## config.mk

```make
export PLATFORM = sky130hd
export DESIGN_NAME = slt_sort_ctrl
export DESIGN_NICKNAME = d
export VERILOG_FILES = /design/src/rtl/slt_sort_ctrl.sv
export SDC_FILE = /design/constraint.sdc
export NUM_CORES = 1
export LEC_CHECK = 0
export CAP_MARGIN = 10
export CORE_MARGIN = 3
export CORE_UTILIZATION = 61
export CTS_CLUSTER_DIAMETER = 50
export DETAILED_ROUTE_END_ITERATION = 8
export HOLD_SLACK_MARGIN = 0.05
export PLACE_DENSITY = 0.82
export SETUP_SLACK_MARGIN = 0.15
export SLEW_MARGIN = 20
export SYNTH_ARGS = -nofsm -noshare
export SYNTH_HDL_FRONTEND = slang
export SYNTH_SLANG_ARGS = --single-unit
```

## constraint.sdc

```tcl
create_clock -name CLK -period 7.2 [get_ports CLK]
set_input_delay 1.08 -clock CLK [delete_from_list [all_inputs] [get_ports CLK]]
set_output_delay 1.08 -clock CLK [all_outputs]
set_load 0.1 [all_outputs]
```

## src/rtl/slt_sort_ctrl.sv

```systemverilog
// Batch bubble sorter: loads DEPTH signed words, sorts them in place with one shared
// signed less-than compare per cycle, then streams them out in ascending order.
module slt_sort_ctrl #(
    parameter int unsigned WIDTH = 4,
    parameter int unsigned DEPTH = 4
) (
    input  logic             CLK,
    input  logic             RESET,
    input  logic             in_valid,
    output logic             in_ready,
    input  logic [WIDTH-1:0] in_data,
    output logic             out_valid,
    input  logic             out_ready,
    output logic [WIDTH-1:0] out_data,
    output logic             busy
);

    localparam int unsigned IW = (DEPTH > 2) ? $clog2(DEPTH) : 1;
    localparam logic [IW-1:0] LastIdx = IW'(DEPTH - 1);
    localparam logic [IW-1:0] LastJ   = IW'(DEPTH - 2);

    typedef enum logic [1:0] {
        StLoad,
        StSort,
        StDrain
    } state_e;

    state_e           state_q, state_d;
    logic [IW-1:0]    wcnt_q, wcnt_d;
    logic [IW-1:0]    j_q, j_d;
    logic [IW-1:0]    pass_q, pass_d;
    logic [IW-1:0]    rd_q, rd_d;
    logic             swapped_q, swapped_d;
    logic [WIDTH-1:0] mem_q [DEPTH];
    logic [WIDTH-1:0] mem_d [DEPTH];

    logic [IW-1:0]    j_inc;
    logic [WIDTH-1:0] op_a;
    logic [WIDTH-1:0] op_b;
    logic [WIDTH-1:0] diff;
    logic             lt;
    logic             pass_swapped;

    // Shared comparator: a = mem[j+1], b = mem[j]. The subtract sign is only trusted
    // when the operands share a sign; otherwise the operand MSBs decide directly.
    assign j_inc = j_q + IW'(1);
    assign op_a  = mem_q[j_inc];
    assign op_b  = mem_q[j_q];
    assign diff  = op_a - op_b;
    assign lt    = (diff[WIDTH-1] & ~(op_a[WIDTH-1] ^ op_b[WIDTH-1]))
                 | (op_a[WIDTH-1] & ~op_b[WIDTH-1]);
    assign pass_swapped = swapped_q | lt;

    always_comb begin
        state_d   = state_q;
        wcnt_d    = wcnt_q;
        j_d       = j_q;
        pass_d    = pass_q;
        rd_d      = rd_q;
        swapped_d = swapped_q;
        for (int i = 0; i < DEPTH; i++) begin
            mem_d[i] = mem_q[i];
        end

        unique case (state_q)
            StLoad: begin
                if (in_valid) begin
                    mem_d[wcnt_q] = in_data;
                    if (wcnt_q == LastIdx) begin
                        state_d   = StSort;
                        wcnt_d    = '0;
                        j_d       = '0;
                        pass_d    = '0;
                        swapped_d = 1'b0;
                    end else begin
                        wcnt_d = wcnt_q + IW'(1);
                    end
                end
            end
            StSort: begin
                if (lt) begin
                    mem_d[j_q]   = op_a;
                    mem_d[j_inc] = op_b;
                end
                if (j_q == LastJ) begin
                    // A clean pass means sorted; DEPTH-1 passes always suffice.
                    if (!pass_swapped || (pass_q == LastJ)) begin
                        state_d = StDrain;
                        rd_d    = '0;
                    end else begin
                        pass_d = pass_q + IW'(1);
                    end
                    j_d       = '0;
                    swapped_d = 1'b0;
                end else begin
                    j_d       = j_inc;
                    swapped_d = pass_swapped;
                end
            end
            StDrain: begin
                if (out_ready) begin
                    if (rd_q == LastIdx) begin
                        state_d = StLoad;
                        rd_d    = '0;
                        wcnt_d  = '0;
                    end else begin
                        rd_d = rd_q + IW'(1);
                    end
                end
            end
            default: begin
                state_d = StLoad;
            end
        endcase
    end

    always_ff @(posedge CLK or posedge RESET) begin
        if (RESET) begin
            state_q   <= StLoad;
            wcnt_q    <= '0;
            j_q       <= '0;
            pass_q    <= '0;
            rd_q      <= '0;
            swapped_q <= 1'b0;
            for (int i = 0; i < DEPTH; i++) begin
                mem_q[i] <= '0;
            end
        end else begin
            state_q   <= state_d;
            wcnt_q    <= wcnt_d;
            j_q       <= j_d;
            pass_q    <= pass_d;
            rd_q      <= rd_d;
            swapped_q <= swapped_d;
            for (int i = 0; i < DEPTH; i++) begin
                mem_q[i] <= mem_d[i];
            end
        end
    end

    // All outputs decode registered state only.
    assign in_ready  = (state_q == StLoad);
    assign out_valid = (state_q == StDrain);
    assign busy      = (state_q == StSort);
    assign out_data  = (state_q == StDrain) ? mem_q[rd_q] : '0;

endmodule
```

==> results.py, run 1 <==
metrics = {
    "setup_path": {
        "worst_path_largest_cell_delay_ns": 0.76,
        "worstSetupStartpoint": "j_q[0]",
        "ff2ff_path_depth": 12,
        "arrival_ns": 5.05,
        "critPathMaxFanout": 18,
        "r2r-end": "mem_q[9]",
        "worstPathRequired_ns": 7.32,
        "cp-end-kind": "flop",
        "crit_type": "flop to flop",
        "r2r-start": "j_q[0]",
        "cp_slowest_cell": "dfrtp_1",
        "cp_cell_sequence": "clkinv_1, ha_1, mux2i_1, mux2i_1, ha_1, a21o_1, a41oi_1, fa_1, mux2i_4, a2111oi_4, mux2i_1, a31oi_1",
        "reg2reg_slack_ns": 2.27,
        "crit_end": "mem_q[9]",
        "cpMostUsedCell": "mux2i_1",
        "crit_path_start_kind": "flop",
    },
    "floorplan": {
        "die_area_sq_mm": 0.004556,
        "die_w_um": 67.50,
        "fp.dieH_um": 67.50,
        "std_cell_rows": 21,
        "core_sq_mm": 0.003495,
        "initial_utilization": 0.6602,
        "ios": 15,
    },
    "clocking": {
        "cts_made_buffers": 3,
        "clock_path_buffers": 2,
        "cts_root_buf": "clkbuf_8",
        "cts.sink_count": 27,
        "clk_pin_slew_worst_paths_ns": 0.11,
        "hold_buffers": 0,
        "cts_resized": 0,
        "ctsHtreeMaxLevel": 1,
        "cts_setup_buffers": 0,
        "cts_tree": "yes",
        "clk_latency_ns": 0.28,
    },
    "synthesis": {
        "yosys.area.top_type": "dfrtp_1",
        "ys_types": 35,
        "synth_area_sq_mm": 0.002307,
        "synth-async-reset-ratio": 1.000,
        "synth_cells": 226,
        "synthTopCellsByArea": "dfrtp_1 (29%), mux2i_1 (12%), ha_1 (8.1%), mux4_2 (6.8%), o22a_1 (4.9%)",
        "syn-num-nets": 250,
        "synthDominantCellAreaShare": 0.2928,
        "synth.most_common_cell": "mux2i_1",
        "avgSynthCellArea_sq_um": 10.21,
        "synth_edf_count": 0,
        "ys_seq_area_frac": 0.2928,
        "yosysWarnings": 0,
        "synth_ff_type": "dfrtp_1",
        "ys_top_cells_by_count": "mux2i_1 (28), dfrtp_1 (27), a21oi_1 (20)",
        "synth-seq-cells": 27,
    },
    "routing": {
        "drc": 0,
        "drt_wl_total_um": 5624,
        "vias": 1911,
        "via_per_inst": 6.825,
        "ant_nets": 0,
        "dr.pass1.iters": 6,
        "avgRoutedWirePerCell_um": 20.09,
        "drt_iter0_drc": 160,
    },
    "sta": {
        "setup_violations": 0,
        "fmax_mhz": 203.0,
        "drv_slew": 0,
        "final.period_utilization": 0.6842,
        "fin_setup_tns_ns": 0,
        "rsz0062_at_grt": "no",
        "slew-limit-headroom": 0.3508,
        "tightest_slew_ns": 0.9708,
        "hold_violations": 0,
        "period_needed_ns": 4.926,
        "fin_worst_skew_ns": 0.008583,
    },
    "global_route": {
        "antenna_found_initial": 0,
        "grt_pass1_wl_um": 9232,
        "grt_usage": 0.2772,
        "grt_start_max_net_pins": 28,
        "grt_overflow_total": 0,
        "grt_pass1_vias": 1844,
    },
    "finish": {
        "antenna_cells": 0,
        "num-nets-final": 259,
        "syn_to_final_growth_pct": 8.080,
        "nFillCells": 254,
        "drive_above_1_share": 0.1154,
    },
    "placement": {
        "port_buffers": 14,
        "dp_hpwl_um": 3815,
        "gp_congestion": 0.9746,
    },
    "worst_hold_path": {
        "holdCritPathClass": "flop to flop",
    },
    "job": {
        "maxCapViolCount": 0,
    },
    "run_status": {
        "outcome": "completed",
    },
}
-- logic make-up (layout without fill, tap and decap cells) --
group	count (synthesis)	count (layout)	share of synthesized area
AO/OA/AOI/OAI	70	70	0.2327
adder cells (fa/ha/maj)	16	16	0.09002
buffers and inverters	29	37	0.05748
flip-flops	27	27	0.2928
multiplexers	39	39	0.2142
AND/OR/NAND/NOR	45	45	0.1128
-- sequential cells by signal (all words and copies together), names as in the netlist --
signal     flops
mem_q         16
j_q            2
pass_q         2
rd_q           2
state_q        2
wcnt_q         2
swapped_q      1
-- per-stage QoR --
| stage | worst slack, ns | hold slack, ns | instances | utilization | instance area, sq um |
|---|---|---|---|---|---|
| finish | 2.274 | 0.5354 | 280 | 0.7136 | 2494 |
| global route | 1.993 | 0.5437 | 280 | 0.7136 | 2494 |
| CTS | 2.357 | 0.5365 | 280 | 0.7136 | 2494 |
| detailed placement | 2.431 | 0.5136 | 276 | 0.7003 | 2447 |
| global placement | 2.576 | 0.4947 | 276 | 0.7003 | 2447 |
| floorplan | 3.235 | 0.4721 | 226 | - | 2307 |
-- routing by layer --
layer	GRT usage	share of wire	vias to the layer above	routed length, um
li1	-	-	871	-
met1	0.3949	0.43	923	2405
met2	0.4241	0.46	105	2562
met3	0.03494	0.10	12	561
met4	0.1139	0.017	0	94
met5	0	0	-	0
-- worst max-delay path, delay by kind of cell (launching register included) --
family / cells / cell delay, ns
AO/OA/AOI/OAI: 4 / 1.19
adder cells (fa/ha/maj): 3 / 1.36
buffers and inverters: 1 / 0.43
flip-flops: 1 / 0.76
multiplexers: 4 / 1.01
-- layout make-up --
cell class | instances | area, sq um | area share
multi-input cells | 170 | 1499 | 0.6011
flip-flops and latches | 27 | 675.6 | 0.2709
repair buffers | 15 | 147.6 | 0.05921
inverters | 18 | 67.56 | 0.02709
well taps | 46 | 57.56 | 0.02308
clock buffers | 3 | 41.29 | 0.01656
clock inverters | 1 | 5.005 | 0.002007
-- how the worst min path moves through the flow --
stage | from | end | slack (ns) | depth (start not counted)
after floorplan | swapped_q | swapped_q | 0.47 | 2
after global placement | swapped_q | swapped_q | 0.49 | 2
after detailed placement | swapped_q | swapped_q | 0.51 | 2
after CTS | pass_q[0] | pass_q[0] | 0.54 | 2
after global routing | pass_q[0] | pass_q[0] | 0.54 | 2
final | swapped_q | swapped_q | 0.54 | 2
-- layout by cell type (no fill, tap or decap), drive strengths merged, types with 7 or more instances in the layout --
cell / instances
mux2i: 29
dfrtp: 27
a21oi: 20
a31oi: 17
ha: 15
inv: 15
clkdlybuf4s50: 14
o22a: 13
nand2: 8
mux4: 7
nor2: 7
Power of run 1 is left out: the tool's default activity adds up to more than one toggle a clock period on the data nets, which glitch-free logic cannot reach.
==> run 2: changes to the inputs <==
CORE_UTILIZATION = 54   (was 61)
PLACE_DENSITY = 0.77   (was 0.82)
clock period = 4.05 ns   (was 7.2 ns; I/O delays follow)
==> results.py, run 2 (same netlist as run 1, synthesis figures left out) <==
metrics = {
    "run_status": {
        "outcome": "completed",
    },
    "finish": {
        "final_common_cell": "mux2i_1",
        "layout_common_cells": "mux2i_1 (28), dfrtp_1 (27), a21oi_1 (20)",
        "largest_reg_flops": 16,
        "antenna_cells": 0,
        "top_register": "mem_q",
        "num-nets-final": 265,
        "final_util": 0.6232,
        "drive_above_1_share": 0.1625,
        "syn_to_final_growth_pct": 9.599,
    },
    "sta": {
        "fin_setup_tns_ns": 0,
        "final.period_utilization": 0.9065,
        "fin_worst_skew_ns": 0.002792,
        "rsz0062_at_grt": "no",
        "hold_violations": 0,
        "drv_slew": 0,
        "tightest_slew_ns": 0.9796,
        "period_needed_ns": 3.671,
        "setup_violations": 0,
        "fmax_mhz": 272.4,
        "slew-limit-headroom": 0.3449,
    },
    "floorplan": {
        "fp.dieH_um": 71.37,
        "ios": 15,
        "std_cell_rows": 23,
        "initial_utilization": 0.5686,
        "core_sq_mm": 0.004058,
        "die_w_um": 71.37,
        "die_area_sq_mm": 0.005093,
    },
    "global_route": {
        "grt_start_max_net_pins": 28,
        "grt_pass1_wl_um": 9232,
        "grt_pass1_vias": 1763,
        "grt_usage": 0.2318,
        "antenna_found_initial": 0,
        "grt_overflow_total": 0,
    },
    "routing": {
        "avgRoutedWirePerCell_um": 19.39,
        "route.met2.wl_um": 2476,
        "drt_wl_total_um": 5622,
        "vias": 1883,
        "dr.pass1.iters": 4,
        "wirelength_met1_um": 2637,
        "via_per_inst": 6.493,
        "highest_layer": "met4",
        "drt_iter0_drc": 240,
        "drc": 0,
        "ant_nets": 0,
        "wl_met3_um": 376,
    },
    "setup_path": {
        "ff2ff_path_depth": 12,
        "worst_path_largest_cell_delay_ns": 0.68,
        "crit_family": "compound AO/OA/AOI/OAI gates",
        "critPathMaxFanout": 8,
        "r2r-start": "j_q[1]",
        "crit_type": "flop to flop",
        "crit_path_start_kind": "flop",
        "cp-end-kind": "flop",
        "reg2reg_slack_ns": 0.38,
        "r2r-end": "mem_q[1]",
        "worstPathRequired_ns": 4.18,
        "crit_buf_inv": 1,
        "arrival_ns": 3.80,
        "cp_cell_sequence": "inv_1, ha_1, mux2i_1, mux2i_1, ha_1, a21o_1, a41oi_1, fa_1, mux2i_4, a2111oi_4, mux2i_1, a31oi_1",
        "cp_slowest_cell": "a2111oi_4",
        "cpMostUsedCell": "mux2i_1",
    },
    "placement": {
        "gp_congestion": 0.9888,
        "port_buffers": 14,
        "dp_hpwl_um": 3938,
    },
    "clocking": {
        "clk_pin_slew_worst_paths_ns": 0.10,
        "cts_root_buf": "clkbuf_8",
        "clk_latency_ns": 0.28,
        "hold_buffers": 0,
        "cts.sink_count": 27,
        "cts_setup_buffers": 0,
        "cts_tree": "yes",
        "cts_made_buffers": 3,
        "cts_resized": 0,
        "clock_path_buffers": 2,
        "ctsHtreeMaxLevel": 1,
    },
    "worst_hold_path": {
        "min-delay-start": "pass_q[0]",
        "hold_path_end": "pass_q[0]",
        "holdCritPathClass": "flop to flop",
        "whs_path_depth": 2,
    },
    "job": {
        "maxCapViolCount": 0,
    },
}
run 2: changes by cell type in the layout (fill, tap and decap cells not counted), sizes merged:
cell,change
buf,+12
clkdlybuf4s50,-6
run 2: worst max-delay path by stage:
| stage | cells past startpoint | end | start | slack [ns] |
|---|---|---|---|---|
| finish | 12 | mem_q[1] | j_q[1] | 0.38 |
| global route | 13 | mem_q[0] | j_q[0] | 0.15 |
| CTS | 13 | mem_q[11] | j_q[0] | 0.37 |
| detailed placement | 13 | mem_q[11] | j_q[0] | 0.39 |
| global placement | 13 | mem_q[10] | j_q[0] | 0.41 |
| floorplan | 14 | mem_q[3] | j_q[1] | 0.25 |
run 2: metal layers:
layer  vias up  GRT usage
li1        885          -
met1       910     0.3587
met2        75     0.3357
met3        13    0.02805
met4         0    0.07516
met5         -          0
run 2: cell type report:
type / instances / area (sq um)
inverters: 18 / 67.56
fillers: 337 / 1529
flip-flops and latches: 27 / 675.6
multi-input cells: 170 / 1499
repair buffers: 21 / 177.7
well taps: 50 / 62.56
clock inverters: 1 / 5.005
clock buffers: 3 / 41.29
run 2: stage by stage:
step | setup slack, ns | instances | instance area [sq um] | hold slack (ns)
3_3_place_gp | 0.4074 | 286 | 2482 | 0.5065
3_5_place_dp | 0.3945 | 286 | 2482 | 0.4996
2_1_floorplan | 0.2520 | 226 | 2308 | 0.4721
5_1_grt | 0.1509 | 290 | 2529 | 0.5506
6_report | 0.3786 | 290 | 2529 | 0.5258
4_1_cts | 0.3715 | 290 | 2529 | 0.5237
run 2: worst reg2reg max path, stage by stage, from the launching register on:
cell and delay (ns):
dfrtp_1 0.36, inv_1 0.09, ha_1 0.43, mux2i_1 0.44, mux2i_1 0.15, ha_1 0.22, a21o_1 0.15, a41oi_1 0.20
fa_1 0.31, mux2i_4 0.15, a2111oi_4 0.68, mux2i_1 0.27, a31oi_1 0.06
Power of run 2 is left out for the same reason.
==> run 3: changes to the inputs <==
GPL_TIMING_DRIVEN = 0   (was unset)
==> results.py, run 3 (same netlist as run 1, synthesis figures left out) <==
metrics = {
    "worst_hold_path": {
        "holdCritPathClass": "flop to flop",
    },
    "finish": {
        "drive_above_1_share": 0.1937,
        "largest_reg_flops": 16,
        "antenna_cells": 0,
        "top_register": "mem_q",
        "final_util": 0.6611,
        "syn_to_final_growth_pct": 16.27,
        "num-nets-final": 278,
        "nFillCells": 310,
        "layout_common_cells": "dfrtp_1 (26), mux2i_1 (24), a21oi_1 (20)",
        "final_common_cell": "dfrtp_1",
    },
    "floorplan": {
        "ios": 15,
        "die_area_sq_mm": 0.005093,
        "initial_utilization": 0.5686,
        "std_cell_rows": 23,
        "die_w_um": 71.37,
        "fp.dieH_um": 71.37,
        "core_sq_mm": 0.004058,
    },
    "sta": {
        "rsz0062_at_grt": "no",
        "holdWs_ns": 0.5207,
        "fmax_mhz": 268.5,
        "fin_worst_skew_ns": 0.008077,
        "tightest_slew_ns": 0.9668,
        "final.period_utilization": 0.9196,
        "slew-limit-headroom": 0.3535,
        "worst_slack_ns": 0.3258,
        "hold_violations": 0,
        "setup_violations": 0,
        "drv_slew": 0,
        "period_needed_ns": 3.724,
    },
    "routing": {
        "avgRoutedWirePerCell_um": 19.76,
        "dr.pass1.iters": 4,
        "drt_iter0_drc": 215,
        "vias": 1918,
        "drc": 0,
        "drt_wl_total_um": 5987,
        "ant_nets": 0,
        "via_per_inst": 6.330,
    },
    "placement": {
        "gp_congestion": 0.9382,
        "dp_slack_ns": -0.5298,
        "port_buffers": 14,
        "dp_hpwl_um": 4097,
    },
    "setup_path": {
        "arrival_ns": 3.89,
        "worst_path_largest_cell_delay_ns": 0.41,
        "crit_buf_inv": 4,
        "worstPathRequired_ns": 4.21,
        "cp_cell_sequence": "clkbuf_4, inv_1, ha_1, buf_4, mux2i_4, mux2i_1, ha_1, a21o_1, a41oi_2, fa_2, mux2i_4, a2111oi_4, buf_6, mux2i_1, a31oi_1",
        "critPathMaxFanout": 8,
        "cp-end-kind": "flop",
        "crit_path_start_kind": "flop",
        "crit_type": "flop to flop",
        "crit_family": "adder cells",
        "cp_slowest_cell": "dfrtp_1",
    },
    "job": {
        "maxCapViolCount": 0,
    },
    "clocking": {
        "clk_latency_ns": 0.29,
        "cts_root_buf": "clkbuf_8",
        "cts_made_buffers": 3,
        "cts_tree": "yes",
        "clock_path_buffers": 2,
        "hold_buffers": 0,
        "clk_pin_slew_worst_paths_ns": 0.10,
        "cts.sink_count": 27,
        "ctsHtreeMaxLevel": 1,
    },
    "global_route": {
        "grt_pass1_vias": 1901,
        "grt_start_max_net_pins": 28,
        "antenna_found_initial": 0,
        "grt_overflow_total": 0,
        "grt_pass1_wl_um": 9770,
        "grt_usage": 0.2478,
    },
    "run_status": {
        "outcome": "completed",
    },
}
==> run 3: cell types whose count changed in the layout (fill, tap and decap cells not counted), moves of 2 or more <==
| cell | previous run | this run |
|---|---|---|
| clkdlybuf4s50_1 | 8 | 14 |
| buf_6 | 0 | 4 |
| clkbuf_1 | 0 | 5 |
| buf_4 | 13 | 9 |
| mux2i_4 | 1 | 3 |
| mux2i_1 | 28 | 24 |
| mux2i_2 | 0 | 2 |
==> run 3: per-stage QoR <==
stage          std cells  setup TNS (ns)  cell area (sq um)
6_report             303               0               2683
3_5_place_dp         290          -7.470               2511
2_1_floorplan        226               0               2308
4_1_cts              299               0               2623
3_3_place_gp         290          -6.474               2511
5_1_grt              303               0               2683
==> run 3: area by class of cell <==
type	instances	area (sq um)	area share
Timing Repair Buffer	23	211.5	0.07882
Inverter	18	68.82	0.02565
Buffer	11	72.57	0.02705
Sequential cell	27	676.9	0.2523
Tap cell	50	62.56	0.02332
Multi-Input combinational cell	170	1541	0.5746
Clock buffer	3	41.29	0.01539
Clock inverter	1	7.507	0.002799
==> run 3: per-layer routing <==
metal / wire, um / part of all wire / track usage
met5: 0 / 0 / 0
met4: 105 / 0.018 / 0.07724
met3: 407 / 0.068 / 0.02244
met2: 2779 / 0.46 / 0.3929
met1: 2694 / 0.45 / 0.3592
==> run 3: final timing paths <==
check | from | end | slack, ns | depth (start not counted)
max | j_q[1] | mem_q[13] | 0.33 | 15
min | swapped_q | swapped_q | 0.52 | 2
max reg2reg | j_q[1] | mem_q[13] | 0.33 | 15
min reg2reg | swapped_q | swapped_q | 0.52 | 2
max in group asynchronous | RESET | j_q[0] | 2.91 | 2
min in group asynchronous | RESET | rd_q[1] | 0.70 | 2
==> run 3: timing repair <==
action,CTS,global route
setup endpoints to repair,19,16
gates cloned,0,0
gates resized for setup,8,8
setup buffers,5,4
pin swaps,4,1
endpoints found under the hold margin,0,0
==> run 3: tightest hold or removal path: stages, from the launching register on <==
cell     delay (ns)
dfrtp_1        0.36
o21ai_0        0.08
nand2_1        0.06
Power of run 3 is left out for the same reason.
